--- src/rtl/peri_pkg.sv ---
// ---------------------------------------------------------------------------
// peri_pkg
// Shared definitions for the peripheral timer / interrupt controller:
//   - default bus window base address
//   - register word indices (peri_addr[7:2])
//   - CTRL bit positions
//   - byte-enable helpers used by every RW register
// ---------------------------------------------------------------------------
package peri_pkg;

  // Default window base. The top compares peri_addr[31:8] against it, so
  // with this default the block answers in 0x1000_0000..0x1000_00FF.
  localparam logic [31:0] PERI_BASE_ADDR = 32'h1000_0000;

  // Register word indices (byte offset >> 2).
  localparam logic [5:0] OFF_MTIME    = 6'h00;  // 0x00
  localparam logic [5:0] OFF_MTIMECMP = 6'h01;  // 0x04
  localparam logic [5:0] OFF_CTRL     = 6'h02;  // 0x08
  localparam logic [5:0] OFF_PENDING  = 6'h03;  // 0x0C
  localparam logic [5:0] OFF_MASK     = 6'h04;  // 0x10
  localparam logic [5:0] OFF_EXT_RAW  = 6'h05;  // 0x14

  // CTRL bit positions.
  localparam int CTRL_EN          = 0;
  localparam int CTRL_AUTO_RELOAD = 1;

  // Expand 4 byte enables into a 32-bit bit mask.
  function automatic logic [31:0] strb_to_mask(input logic [3:0] strb);
    strb_to_mask = {{8{strb[3]}}, {8{strb[2]}}, {8{strb[1]}}, {8{strb[0]}}};
  endfunction

  // Replace only the enabled bytes of old_val with new_val.
  function automatic logic [31:0] merge_bytes(input logic [31:0] old_val,
                                              input logic [31:0] new_val,
                                              input logic [3:0]  strb);
    logic [31:0] m;
    m = strb_to_mask(strb);
    merge_bytes = (old_val & ~m) | (new_val & m);
  endfunction

endpackage

--- src/rtl/irq_ctrl.sv ---
// ---------------------------------------------------------------------------
// irq_ctrl
// Interrupt collection: rising-edge detect on external sources, the PENDING
// (W1C, set wins over clear) and MASK registers, and registered irq_bitmap.
//   clk, resetn   : clock, asynchronous active-low reset
//   timer_set     : timer compare match this cycle -> PENDING[0]
//   ext_irq       : level sources -> PENDING[EXT_IRQ_W:1] on rising edge
//   pend_wr       : bus write to PENDING this cycle (W1C)
//   mask_wr       : bus write to MASK this cycle
//   wdata, wstrb  : bus write data and byte enables
//   pending, mask : current register values (for bus reads)
//   irq_bitmap    : registered pending & mask
// ---------------------------------------------------------------------------
module irq_ctrl
  import peri_pkg::*;
#(
  parameter int EXT_IRQ_W = 31
) (
  input  logic                 clk,
  input  logic                 resetn,
  input  logic                 timer_set,
  input  logic [EXT_IRQ_W-1:0] ext_irq,
  input  logic                 pend_wr,
  input  logic                 mask_wr,
  input  logic [31:0]          wdata,
  input  logic [3:0]           wstrb,
  output logic [31:0]          pending,
  output logic [31:0]          mask,
  output logic [31:0]          irq_bitmap
);

  logic [EXT_IRQ_W-1:0] ext_prev_reg;
  logic [31:0]          pending_reg;
  logic [31:0]          pending_next;
  logic [31:0]          mask_reg;
  logic [31:0]          irq_bitmap_reg;
  logic [31:0]          clr_vec;

  // W1C only touches bits that are both written as 1 and in enabled bytes.
  assign clr_vec = pend_wr ? (wdata & strb_to_mask(wstrb)) : 32'h0;

  // Per-bit next-state: a set event in the same cycle as a clear wins.
  // Bits above EXT_IRQ_W have no source and stay 0.
  genvar gi;
  generate
    for (gi = 0; gi < 32; gi++) begin : g_pend
      if (gi == 0) begin : g_timer
        assign pending_next[gi] = timer_set | (pending_reg[gi] & ~clr_vec[gi]);
      end else if (gi <= EXT_IRQ_W) begin : g_ext
        assign pending_next[gi] = (ext_irq[gi-1] & ~ext_prev_reg[gi-1]) |
                                  (pending_reg[gi] & ~clr_vec[gi]);
      end else begin : g_tied
        assign pending_next[gi] = 1'b0;
      end
    end
  endgenerate

  always_ff @(posedge clk or negedge resetn) begin
    if (!resetn) begin
      ext_prev_reg   <= '0;
      pending_reg    <= '0;
      mask_reg       <= '0;
      irq_bitmap_reg <= '0;
    end else begin
      ext_prev_reg <= ext_irq;
      pending_reg  <= pending_next;
      if (mask_wr) begin
        mask_reg <= merge_bytes(mask_reg, wdata, wstrb);
      end
      // Uses pending_next so a newly set bit shows up together with PENDING;
      // uses mask_reg so a MASK write lands one cycle after it is visible.
      irq_bitmap_reg <= pending_next & mask_reg;
    end
  end

  assign pending    = pending_reg;
  assign mask       = mask_reg;
  assign irq_bitmap = irq_bitmap_reg;

endmodule

--- src/rtl/peri_timer_irq.sv ---
// ---------------------------------------------------------------------------
// peri_timer_irq
// Memory-mapped 32-bit compare timer plus interrupt controller.
//   clk, resetn          : clock, asynchronous active-low reset
//   peri_rden/peri_wren  : single-cycle read / write request pulses
//   peri_addr            : byte address; [31:8] window, [7:2] register
//   peri_wdata/peri_wstrb: write data and byte enables
//   peri_rdata           : read data, non-zero only with peri_ready
//   peri_ready           : one-cycle completion, one cycle after request
//   ext_irq              : external level interrupt sources
//   irq_bitmap           : registered pending & mask
// ---------------------------------------------------------------------------
module peri_timer_irq
  import peri_pkg::*;
#(
  parameter logic [31:0] BASE_ADDR = PERI_BASE_ADDR,
  parameter int          EXT_IRQ_W = 31
) (
  input  logic                 clk,
  input  logic                 resetn,
  input  logic                 peri_rden,
  input  logic                 peri_wren,
  input  logic [31:0]          peri_addr,
  input  logic [31:0]          peri_wdata,
  input  logic [3:0]           peri_wstrb,
  output logic [31:0]          peri_rdata,
  output logic                 peri_ready,
  input  logic [EXT_IRQ_W-1:0] ext_irq,
  output logic [31:0]          irq_bitmap
);

  logic        in_window, rd_hit, wr_hit;
  logic [5:0]  reg_sel;
  logic        wr_mtime, wr_mtimecmp, wr_ctrl, wr_pending, wr_mask;
  logic [31:0] mtime_reg, mtime_next, mtimecmp_reg;
  logic        ctrl_en_reg, ctrl_ar_reg;
  logic        timer_match;
  logic [31:0] ctrl_word, ext_raw, pending, mask;
  logic [31:0] rdata_next, rdata_reg;
  logic        ready_reg;
  logic [1:0]  unused_addr_lsb;

  assign unused_addr_lsb = peri_addr[1:0];

  // Bus decode
  assign in_window = (peri_addr[31:8] == BASE_ADDR[31:8]);
  assign rd_hit    = peri_rden & in_window;
  assign wr_hit    = peri_wren & in_window;
  assign reg_sel   = peri_addr[7:2];

  assign wr_mtime    = wr_hit && (reg_sel == OFF_MTIME);
  assign wr_mtimecmp = wr_hit && (reg_sel == OFF_MTIMECMP);
  assign wr_ctrl     = wr_hit && (reg_sel == OFF_CTRL);
  assign wr_pending  = wr_hit && (reg_sel == OFF_PENDING);
  assign wr_mask     = wr_hit && (reg_sel == OFF_MASK);

  // Timer: compare only while enabled; a bus write beats count/reload.
  assign timer_match = ctrl_en_reg && (mtime_reg == mtimecmp_reg);

  always_comb begin
    mtime_next = mtime_reg;
    if (wr_mtime) begin
      mtime_next = merge_bytes(mtime_reg, peri_wdata, peri_wstrb);
    end else if (ctrl_en_reg) begin
      mtime_next = (ctrl_ar_reg && timer_match) ? 32'h0 : mtime_reg + 32'd1;
    end
  end

  always_ff @(posedge clk or negedge resetn) begin
    if (!resetn) begin
      mtime_reg    <= '0;
      mtimecmp_reg <= 32'hFFFF_FFFF;
      ctrl_en_reg  <= 1'b0;
      ctrl_ar_reg  <= 1'b0;
    end else begin
      mtime_reg <= mtime_next;
      if (wr_mtimecmp) begin
        mtimecmp_reg <= merge_bytes(mtimecmp_reg, peri_wdata, peri_wstrb);
      end
      // Both CTRL bits live in byte 0.
      if (wr_ctrl && peri_wstrb[0]) begin
        ctrl_en_reg <= peri_wdata[CTRL_EN];
        ctrl_ar_reg <= peri_wdata[CTRL_AUTO_RELOAD];
      end
    end
  end

  // Read mux
  always_comb begin
    ctrl_word                   = '0;
    ctrl_word[CTRL_EN]          = ctrl_en_reg;
    ctrl_word[CTRL_AUTO_RELOAD] = ctrl_ar_reg;
  end

  always_comb begin
    ext_raw              = '0;
    ext_raw[EXT_IRQ_W:1] = ext_irq;
  end

  always_comb begin
    rdata_next = '0;
    if (rd_hit) begin
      case (reg_sel)
        OFF_MTIME:    rdata_next = mtime_reg;
        OFF_MTIMECMP: rdata_next = mtimecmp_reg;
        OFF_CTRL:     rdata_next = ctrl_word;
        OFF_PENDING:  rdata_next = pending;
        OFF_MASK:     rdata_next = mask;
        OFF_EXT_RAW:  rdata_next = ext_raw;
        default:      rdata_next = '0;
      endcase
    end
  end

  // Response pipeline: every in-window request, mapped or not, is answered.
  always_ff @(posedge clk or negedge resetn) begin
    if (!resetn) begin
      ready_reg <= 1'b0;
      rdata_reg <= '0;
    end else begin
      ready_reg <= rd_hit | wr_hit;
      rdata_reg <= rdata_next;
    end
  end

  assign peri_ready = ready_reg;
  assign peri_rdata = rdata_reg;

  irq_ctrl #(
    .EXT_IRQ_W (EXT_IRQ_W)
  ) u_irq_ctrl (
    .clk        (clk),
    .resetn     (resetn),
    .timer_set  (timer_match),
    .ext_irq    (ext_irq),
    .pend_wr    (wr_pending),
    .mask_wr    (wr_mask),
    .wdata      (peri_wdata),
    .wstrb      (peri_wstrb),
    .pending    (pending),
    .mask       (mask),
    .irq_bitmap (irq_bitmap)
  );

endmodule

--- config.mk ---
export PLATFORM = sky130hd
export DESIGN_NAME = peri_timer_irq
export DESIGN_NICKNAME = d
export VERILOG_FILES = /design/src/rtl/peri_pkg.sv /design/src/rtl/irq_ctrl.sv /design/src/rtl/peri_timer_irq.sv
export SDC_FILE = /design/constraint.sdc
export NUM_CORES = 1
export LEC_CHECK = 0
export CAP_MARGIN = 20
export CORE_MARGIN = 2
export CORE_UTILIZATION = 40
export CTS_CLUSTER_DIAMETER = 40
export DETAILED_ROUTE_END_ITERATION = 8
export PLACE_DENSITY = 0.68
export SYNTH_ARGS = -nofsm -noshare
export SYNTH_HDL_FRONTEND = slang
export SYNTH_SLANG_ARGS = --single-unit
--- constraint.sdc ---
create_clock -name clk -period 3.4 [get_ports clk]
set_input_delay 1.02 -clock clk [delete_from_list [all_inputs] [get_ports clk]]
set_output_delay 1.02 -clock clk [all_outputs]
set_load 0.005 [all_outputs]
**After elaboration in Yosys (flattened, before gate mapping)**

Index checks and enable logic that the tools add are counted.

- Register bits: 226
- Input port bits: 103
- Output and inout port bits: 65
- Word-level logic and storage cells: 204

- Add/subtract/negate cells: 1
- Equality and inequality tests: 7
- Muxes and demuxes: 6
- Bitwise gates (word level): 170
- Reductions and logical operators: 10

Operator list:

| kind | count |
|---|---|
| $pmux W32 S6 | 1 |
| $and A32 B32 Y32 | 5 |
| $mux W32 | 5 |
| $or A32 B32 Y32 | 3 |
| $and A1 B1 Y1 | 65 |
| $not A1 Y1 | 63 |
| $or A1 B1 Y1 | 33 |
| $add A32 B1 Y32 const B | 1 |
| $eq A32 B32 Y1 | 1 |
| $not A32 Y32 | 1 |
| $eq A24 B21 Y1 const B | 1 |
| $eq A6 B2 Y1 const B | 2 |
| $eq A6 B3 Y1 const B | 2 |
| $logic_and A1 B1 Y1 | 8 |
| $eq A6 B1 Y1 const B | 1 |
| $logic_not A6 Y1 | 1 |
| $reduce_bool A2 Y1 | 1 |

**Logic depth before layout (Yosys ltp)**

Gate-level depths: netlist (run 1).

- Word-level depth: 8
- Mapped depth: 8
- Mapped depth without buffers: 7

**By module**

Synthesis (run 1) repeated with hierarchy kept, for this count alone.

- Cell total of the unflattened synthesis: 980
- Area total of the unflattened synthesis: 10782.8 um^2

By module, submodules not included:

| module | times used | cells each | area an instance (um^2) | seq. area each (um^2) |
|---|---|---|---|---|
| peri_timer_irq | 1 | 618 | 5919.4 | 2517.4 |
| irq_ctrl | 1 | 362 | 4863.4 | 3178.0 |

**Worst setup path before layout (run 1)**

OpenSTA, ideal clock, no wires.

- Kind: input to register
- From: input peri_addr[16]
- To: register (tool-made name)
- Setup time: 0.126 ns
- Arrival time: 2.905 ns
- Data required time: 3.274 ns
- Slack: 0.369 ns
- Stages: 7
- Buffers on the path: 1
- Cell sequence: nor4_1 -> nand4_1 -> or4_4 -> buf_6 -> mux2i_4 -> a31o_2 -> a221o_1

RTL lines:

| element | line | source |
|---|---|---|
| start: declaration | peri_timer_irq.sv:23 | `input logic [31:0] peri_addr,` |

==> impl_metrics.json, run 1 <==
{
  "yosys_warnings": 0,
  "clkTransAtPathRegs_ps": 60,
  "place_inst": 1475,
  "start_kind": "primary input",
  "min_period_over_period": 0.893,
  "syn_nets": 1084,
  "status": "finished clean",
  "synthTopCellsByArea": "dfrtp_1 46%, dfstp_2 8.0%, mux2_2 7.1%, nand2_1 5.0%, a222oi_1 3.0%",
  "routedWlPerCell_um": 20.0,
  "yosysTopAreaCell": "dfrtp_1",
  "fin_cells": 1535,
  "antenna_found_initial": 0,
  "ir_drop_v": 0.000363,
  "mostFrequentLayoutCell": "dfrtp_1",
  "yosys.area.top_type_share": 0.461,
  "avgSynthCellArea_sq_um": 10.7,
  "finalCriticalPeriod_ps": 3040,
  "htreeDepth": 2,
  "first_global_vias": 8715,
  "portBuffers": 165,
  "finalSetupTns_ps": 0,
  "wl_mm": 30.7,
  "grt_pass1_wl_mm": 49.1,
  "initial_utilization": 0.405,
  "cts_buffer_depth": 3,
  "cp_max_fo": 8,
  "synth_area_sq_um": 10500,
  "drt_iter0_drc": 834,
  "placed_cell_area_sq_um": 12800,
  "slowest_stage": "or4_4",
  "cts_tree": "yes",
  "total_power_mw": 6.62,
  "critical_path.cell_chain": "clkdlybuf4s50_1 -> nor4_1 -> nand4_1 -> or4_4 -> buf_4 -> mux2i_4 -> a32oi_1 -> o21ai_0",
  "power.density_nw_per_um2": 471,
  "seq_area_frac_synth": 0.541,
  "cts_root_buf": "clkbuf_16",
  "fmax_mhz": 329,
  "gp_congestion": 0.924,
  "synth_edf_count": 0,
  "dpl.hpwl_mm": 21.4,
  "grt_max_degree": 70,
  "std_cell_rows": 59,
  "cts_resized": 0,
  "post_cts_buffers": 0,
  "hp-class": "flop to flop",
  "mostFrequentLayoutCells": "194 x dfrtp_1, 163 x clkdlybuf4s50_1, 139 x nand2_1, 66 x mux2_2, 51 x buf_4",
  "worst-setup-path-type": "primary input to flop",
  "synthCells": 980,
  "leakage_nw": 5.86,
  "num_antenna_cells": 0,
  "drc": 0,
  "layout-drive-gt1-share": 0.193,
  "syn2layout_area_growth_pct": 33.3,
  "ys_seq_elements": 226,
  "final_nets": 1280,
  "cp.arrival_ps": 3400,
  "cap_violations": 0,
  "tightest_slew_ps": 610,
  "track_usage": 0.221,
  "skew_ps": 12.1,
  "core_area_sq_um": 26000,
  "die_area_sq_um": 27600,
  "async_flop_share": 1.00,
  "final_cell_area_sq_um": 14000,
  "via_per_inst": 5.66,
  "vias": 8695,
  "synth.lib_cells_used.distinct": 58,
  "maxSlewHeadroom": 0.593,
  "report.final.slew_viol_count": 0,
  "overflow": 0,
  "regToRegSetupSlack_ps": 830,
  "firstDrtPassIters": 7,
  "ys.flop_type": "dfrtp_1",
  "clk-insertion-delay-late_ps": 500,
  "cts_buffers": 34,
  "fin_util": 0.540,
  "cp_slowest_stage_delay_ps": 650,
  "final_antenna_net_count": 0,
  "setup_violations": 0,
  "end_kind": "flop",
  "die_y_um": 166,
  "cts.sinks": 226,
  "io_pins": 168,
  "rsz0062_at_grt": "no",
  "cts.hold.buffers_added": 0,
  "fp.dieW_um": 166,
  "hold_violations": 0,
  "required_ps": 3770
}
==> per-layer routing <==
layer | GRT usage | part of all wire | routed length [um]
met1 | 0.314 | 0.45 | 13700
met2 | 0.350 | 0.47 | 14300
met4 | 0.0626 | 0.021 | 654
met3 | 0.0386 | 0.064 | 1970
met5 | 0 | 0 | 0
==> report_power, final <==
part / internal, mW / leakage (nW) / switching, mW
clock: 2.34 / 0.585 / 1.25
sequential: 2.71 / 2.71 / 0.00362
combinational: 0.147 / 2.56 / 0.168
total: 5.20 / 5.86 / 1.42
==> cells in the mapped netlist, types with 2 or more instances <==
cell type / n
dfrtp_1: 194
nand2_1: 139
mux2_2: 66
clkbuf_1: 51
nand3_1: 44
a21oi_1: 40
nand2b_1: 37
xnor2_1: 36
nor2_1: 33
a222oi_1: 32
dfstp_2: 32
a21boi_0: 31
a22o_1: 27
inv_1: 27
nand4_1: 26
o21ai_0: 25
a32oi_1: 13
nor3_1: 13
nor4_1: 13
mux2i_1: 11
and3_1: 10
a31oi_1: 7
o221ai_1: 7
buf_2: 6
o211ai_1: 5
and2_1: 4
nand2_2: 4
nor3_2: 4
a22oi_1: 3
and4_1: 3
or3_1: 3
a31o_2: 2
a41o_1: 2
clkbuf_2: 2
mux2i_4: 2
nor4_4: 2
o31ai_1: 2
or4_1: 2
==> worst max-delay path: cells and delay by family <==
family / cells / cell delay (ps)
simple gates: 3 / 1260
buf+inv: 2 / 600
compound gates: 2 / 290
mux: 1 / 230
==> logic make-up (layout without fill, tap and decap cells) <==
kind of cell,Yosys count,in the layout,synth area share
simple gates,346,346,0.166
flops,226,226,0.541
compound gates,202,202,0.142
buf+inv,89,309,0.0334
mux,80,80,0.0864
xor+xnor,36,36,0.0300
fa+ha+maj,1,1,0.00119
==> layout make-up <==
type                    count  area [sq um]
inverters                  28           105
fillers                  2306         12000
multi-input cells         665          4490
flip-flops and latches    226          5700
repair buffers            221          2130
clock buffers              47          1010
well taps                 335           419
clock inverters            13           179
==> final timing paths <==
check / start / to / depth (start not counted)
max: peri_addr[23] / flop / 8
min: u_irq_ctrl.pending[1]$_DFF_PN0_ / u_irq_ctrl.pending[1]$_DFF_PN0_ / 2
max reg2reg: flop / flop / 7
min reg2reg: u_irq_ctrl.pending[1]$_DFF_PN0_ / u_irq_ctrl.pending[1]$_DFF_PN0_ / 2
max in group asynchronous: resetn / async pin / 2
min in group asynchronous: resetn / u_irq_ctrl.irq_bitmap[2]$_DFF_PN0_ / 1
==> stage by stage <==
| stage | worst slack, ps | hold slack [ps] |
|---|---|---|
| floorplan | 369 | 459 |
| global placement | -84.4 | 474 |
| detailed placement | -123 | 477 |
| CTS | 412 | 490 |
| global route | 265 | 504 |
| finish | 364 | 488 |
Note: power is estimated with default switching activity, not from simulation.
==> inputs of run 2 (changes only) <==
--- a/config.mk
+++ b/config.mk
@@ -7,10 +7,10 @@
 export LEC_CHECK = 0
 export CAP_MARGIN = 20
 export CORE_MARGIN = 2
-export CORE_UTILIZATION = 40
+export CORE_UTILIZATION = 50
 export CTS_CLUSTER_DIAMETER = 40
 export DETAILED_ROUTE_END_ITERATION = 8
-export PLACE_DENSITY = 0.68
+export PLACE_DENSITY = 0.81
 export SYNTH_ARGS = -nofsm -noshare
 export SYNTH_HDL_FRONTEND = slang
 export SYNTH_SLANG_ARGS = --single-unit
==> run 2 against run 1 <==
Against the previous run:
- sequential power about the same
- core utilization up 12 points
- sequential cell count unchanged
- first-iteration DRC count up 5.8%
- worst hold slack worse by 40 ps
- clock skew up 2.7 ps
- setup slack better by 120 ps
- combinational power about the same
- non-clock buffer count down 2
- routed wire length down 1.6%
- critical path type unchanged
==> impl_metrics.json, run 2 (same netlist as run 1, synthesis figures left out) <==
{
  "cts_root_buf": "clkbuf_16",
  "slowest_stage": "or4_4",
  "fin_cells": 1470,
  "status": "finished clean",
  "core_area_sq_um": 20800,
  "critPathBufInv": 1,
  "critical_path_depth": 7,
  "rsz0062_at_grt": "no",
  "mostFrequentLayoutCells": "194 x dfrtp_1, 163 x clkdlybuf4s50_1, 139 x nand2_1, 66 x mux2_2, 47 x buf_4",
  "start_kind": "primary input",
  "tightest_slew_ps": 649,
  "layout-drive-gt1-share": 0.192,
  "required_ps": 3830,
  "cap_violations": 0,
  "finalCriticalPeriod_ps": 2920,
  "hold_violations": 0,
  "cp_top_family": "simple AND/OR/NAND/NOR gates",
  "vias": 8852,
  "syn2layout_area_growth_pct": 31.3,
  "firstDrtPassIters": 8,
  "die_y_um": 149,
  "overflow": 0,
  "routedWlPerCell_um": 20.5,
  "portBuffers": 165,
  "clkTransAtPathRegs_ps": 60,
  "via_per_inst": 6.02,
  "maxSlewHeadroom": 0.564,
  "grt_pass1_wl_mm": 48.2,
  "power.density_nw_per_um2": 448,
  "post_cts_buffers": 0,
  "drt_iter0_drc": 882,
  "cts_buffer_depth": 3,
  "multi_input_area_sq_um": 4490,
  "dpl.hpwl_mm": 20.5,
  "mostFrequentLayoutCell": "dfrtp_1",
  "total_power_mw": 6.20,
  "critical_path.cell_chain": "clkdlybuf4s50_1 -> nor4_1 -> nand4_1 -> or4_4 -> mux2i_4 -> a31o_2 -> a221o_1",
  "whs_ps": 448,
  "skew_ps": 14.8,
  "place_inst": 1413,
  "cp_max_fo": 5,
  "cp_slowest_stage_delay_ps": 630,
  "hp-class": "primary input to async pin",
  "fp.dieW_um": 149,
  "regToRegSetupSlack_ps": 850,
  "min_period_over_period": 0.859,
  "report.final.slew_viol_count": 0,
  "std_cell_rows": 53,
  "leakage_nw": 5.77,
  "htreeDepth": 1,
  "io_pins": 168,
  "grt_max_degree": 71,
  "wl_mm": 30.2,
  "die_area_sq_um": 22200,
  "cts_resized": 0,
  "end_kind": "flop",
  "cp.arrival_ps": 3350,
  "fmax_mhz": 342,
  "worst-setup-path-type": "primary input to flop",
  "ir_drop_v": 0.000358,
  "track_usage": 0.276,
  "r2r_cells": 7,
  "drc": 0,
  "gp_congestion": 0.945,
  "first_global_vias": 8842,
  "initial_utilization": 0.506,
  "final_antenna_net_count": 0,
  "clk-insertion-delay-late_ps": 550,
  "antenna_found_initial": 0,
  "num_antenna_cells": 0,
  "finalSetupTns_ps": 0,
  "setup_violations": 0,
  "fillCellCount": 1619,
  "cts_buffers": 31,
  "cp-startpoint": "peri_addr[23]",
  "cts_tree": "yes",
  "seq_area_sq_um": 5700,
  "cts.hold.buffers_added": 0,
  "final_nets": 1275,
  "cts.sinks": 226
}
[run 2: changes by cell type in the layout (fill, tap and decap cells not counted), moves of 2 or more]
cell	delta
clkbuf_8	-2
clkinv_2	+2
buf_12	+2
clkbuf_16	-6
inv_6	+2
buf_4	-4
clkinvlp_4	+4
clkbuf_1	-4
clkinv_8	+2
bufinv_16	-2
[run 2: metal layers]
metal,share of wire,vias to the layer above,global-route usage
met5,0,-,0
met4,0.023,0,0.0814
li1,-,3965,-
met3,0.077,59,0.0404
met1,0.42,4370,0.393
met2,0.48,458,0.442
[run 2: worst min-delay path by stage]
stage	cells past startpoint	startpoint	end	slack [ps]
2_1_floorplan	2	u_irq_ctrl.pending[19]$_DFF_PN0_	u_irq_ctrl.pending[19]$_DFF_PN0_	460
3_3_place_gp	2	u_irq_ctrl.pending[1]$_DFF_PN0_	u_irq_ctrl.pending[1]$_DFF_PN0_	470
3_5_place_dp	2	u_irq_ctrl.pending[1]$_DFF_PN0_	u_irq_ctrl.pending[1]$_DFF_PN0_	480
4_1_cts	1	resetn	async pin	470
5_1_grt	1	resetn	peri_rdata[6]$_DFF_PN0_	480
6_report	1	resetn	u_irq_ctrl.irq_bitmap[6]$_DFF_PN0_	450
[run 2: cell type report]
class                      instances  share of cell area
sequential                       226               0.412
multi-input combinational        665               0.325
timing repair buffer             219               0.155
clock buffer                      35              0.0594
tap                              275              0.0249
clock inverter                    22              0.0159
inverter                          28             0.00761
[run 2: worst register-to-register path, delay by kind of cell (launching register included)]
| family | cells | cell delay, ps |
|---|---|---|
| DFF | 1 | 450 |
| and+or+nand+nor | 3 | 1100 |
| adders and majority gates | 1 | 300 |
| AOI/OAI and AO/OA | 3 | 600 |
[run 2: power breakdown]
group / switching [mW] / internal [mW] / total [mW]
registers: 0.00383 / 2.71 / 2.71
clock network: 1.30 / 1.86 / 3.17
logic: 0.168 / 0.146 / 0.314
total: 1.47 / 4.72 / 6.20
[run 2: stage by stage]
| stage | area, sq um | utilization | setup slack (ps) |
|---|---|---|---|
| after floorplan | 10500 | - | 369 |
| after global placement | 12800 | 0.614 | -50.0 |
| after detailed placement | 12800 | 0.614 | -73.3 |
| after CTS | 13800 | 0.664 | 490 |
| after global routing | 13800 | 0.664 | 291 |
| final | 13800 | 0.664 | 480 |
==> inputs of run 3 (changes only) <==
--- a/config.mk
+++ b/config.mk
@@ -8,9 +8,11 @@
 export CAP_MARGIN = 20
 export CORE_MARGIN = 2
 export CORE_UTILIZATION = 50
+export CTS_BUF_LIST = sky130_fd_sc_hd__clkbuf_2
 export CTS_CLUSTER_DIAMETER = 40
 export DETAILED_ROUTE_END_ITERATION = 8
 export PLACE_DENSITY = 0.81
 export SYNTH_ARGS = -nofsm -noshare
 export SYNTH_HDL_FRONTEND = slang
+export SYNTH_HIERARCHICAL = 1
 export SYNTH_SLANG_ARGS = --single-unit
==> run 3 against run 2 <==
Against the previous run:
- total power decreased by 18%
- clock skew grew 33 ps
- routed wire length is 3.9% lower
- core utilization decreased by 2.1 points
- sequential cell count stayed put
- final area fell by 1.9%
==> impl_metrics.json, run 3 <==
{
  "cts_buffer_depth": 3,
  "worst-setup-path-type": "flop to flop",
  "final_nets": 1296,
  "async_flop_share": 1.00,
  "mostFrequentLayoutCells": "194 x dfrtp_1, 164 x clkdlybuf4s50_1, 93 x clkbuf_2, 84 x a22oi_1, 64 x nand2b_1",
  "fp.dieW_um": 151,
  "avgSynthCellArea_sq_um": 11.0,
  "cts_root_buf": "clkbuf_2",
  "yosys_warnings": 6,
  "grt_pass1_wl_mm": 46.0,
  "yosys-top-cells-count": "194 x dfrtp_1, 84 x a22oi_1, 64 x nand2b_1",
  "first_global_vias": 8960,
  "setup_violations": 0,
  "synthCells": 980,
  "skew_ps": 47.9,
  "min_period_over_period": 0.844,
  "rsz0062_at_grt": "no",
  "cts.sinks": 226,
  "drt_iter0_drc": 755,
  "end_kind": "flop",
  "leakage_nw": 5.59,
  "synth_edf_count": 0,
  "post_cts_buffers": 0,
  "vias": 8984,
  "antenna_found_initial": 1,
  "fin_cells": 1518,
  "required_ps": 4110,
  "grt_max_degree": 77,
  "std_cell_rows": 53,
  "tightest_slew_ps": 677,
  "finalSetupTns_ps": 0,
  "final_antenna_net_count": 0,
  "firstDrtPassIters": 6,
  "place_inst": 1405,
  "synth.lib_cells_used.distinct": 59,
  "status": "finished clean",
  "hold_violations": 0,
  "syn_nets": 1084,
  "fin_util": 0.643,
  "io_pins": 168,
  "mostFrequentLayoutCell": "dfrtp_1",
  "cp_slowest_stage_delay_ps": 570,
  "critPathBufInv": 1,
  "die_area_sq_um": 22800,
  "cp.arrival_ps": 3580,
  "syn2layout_area_growth_pct": 25.7,
  "clk-insertion-delay-late_ps": 850,
  "slowest_stage": "or4_1",
  "cp_max_fo": 17,
  "drc": 0,
  "yosysTopAreaCell": "dfrtp_1",
  "htreeDepth": 2,
  "ys.flop_type": "dfrtp_1",
  "report.final.slew_viol_count": 0,
  "cap_violations": 0,
  "wl_mm": 29.0,
  "dpl.hpwl_mm": 19.7,
  "ys_seq_elements": 226,
  "die_y_um": 151,
  "synth_area_sq_um": 10800,
  "gp_congestion": 0.918,
  "portBuffers": 165,
  "hp-class": "primary input to async pin",
  "routedWlPerCell_um": 19.1,
  "cts_resized": 0,
  "core_area_sq_um": 21100,
  "power.density_nw_per_um2": 375,
  "clkTransAtPathRegs_ps": 100,
  "yosys.area.top_type_share": 0.450,
  "layout-drive-gt1-share": 0.246,
  "fmax_mhz": 349,
  "critical_path.cell_chain": "xor2_2 -> or4_1 -> or4_4 -> nor4_4 -> or2_1 -> buf_12 -> o21ai_0",
  "via_per_inst": 5.92,
  "maxSlewHeadroom": 0.549,
  "cp_top_family": "simple AND/OR/NAND/NOR gates",
  "synthTopCellsByArea": "dfrtp_1 45%, dfstp_2 7.8%, mux2_2 6.5%, a22oi_1 5.8%, nand2b_1 3.7%",
  "overflow": 0,
  "cts_buffers": 60,
  "track_usage": 0.258,
  "cts_tree": "yes",
  "total_power_mw": 5.09,
  "seq_area_frac_synth": 0.528,
  "cts.hold.buffers_added": 0,
  "ir_drop_v": 0.000334,
  "initial_utilization": 0.511,
  "yosysMostFrequentCell": "dfrtp_1",
  "start_kind": "flop",
  "finalCriticalPeriod_ps": 2870
}
[run 3: power breakdown]
group / switching (mW) / internal, mW
clock: 1.13 / 0.957
sequential: 0.00364 / 2.71
combinational: 0.152 / 0.140
[run 3: final cells by class]
class | count | area, sq um
Fill cell | 1654 | 7530
Clock buffer | 93 | 465
Multi-Input combinational cell | 652 | 4630
Timing Repair Buffer | 206 | 2090
Tap cell | 275 | 344
Clock inverter | 19 | 155
Inverter | 46 | 173
Antenna cell | 1 | 2.50
Sequential cell | 226 | 5700
[run 3: path summary, 6_finish.rpt]
| path | startpoint | cells after the start | slack, ps | to |
|---|---|---|---|---|
| hold / removal | resetn | 1 | 150 | u_irq_ctrl/irq_bitmap[3]$_DFF_PN0_ |
| setup / recovery | flop | 7 | 530 | flop |
| setup reg to reg | flop | 7 | 530 | flop |
| max in group asynchronous | resetn | 2 | 2380 | async pin |
| hold reg to reg | flop | 2 | 510 | flop |
| min in group clk | flop | 2 | 510 | flop |
[run 3: through the flow]
stage	setup slack (ps)	hold WS [ps]	area, sq um
final	531	153	13600
after global routing	439	134	13600
after CTS	533	117	13600
after detailed placement	-42.2	493	12900
after global placement	32.1	484	12900
after floorplan	518	467	10800
[run 3: logic make-up after synthesis]
kind of cell	after synthesis	share of synthesized area
and+or+nand+nor	288	0.144
AOI/OAI and AO/OA	261	0.183
DFF	226	0.528
buffers and inverters	102	0.0444
muxes	69	0.0712
xor gates and xnor gates	33	0.0275
adders and majority gates	1	0.00116
[run 3: worst reg2reg max path: stages (launching register included)]
cell and delay, ps:
dfrtp_1 500, xor2_2 220, or4_1 570, or4_4 460, nor4_4 440, or2_1 270, buf_12 200, o21ai_0 100
[run 3: layer usage]
metal / vias up / wire length, um / track usage
li1: 4070 / - / -
met2: 367 / 14400 / 0.439
met1: 4470 / 12000 / 0.330
met3: 77 / 1830 / 0.0434
met5: - / 0 / 0
met4: 0 / 805 / 0.100
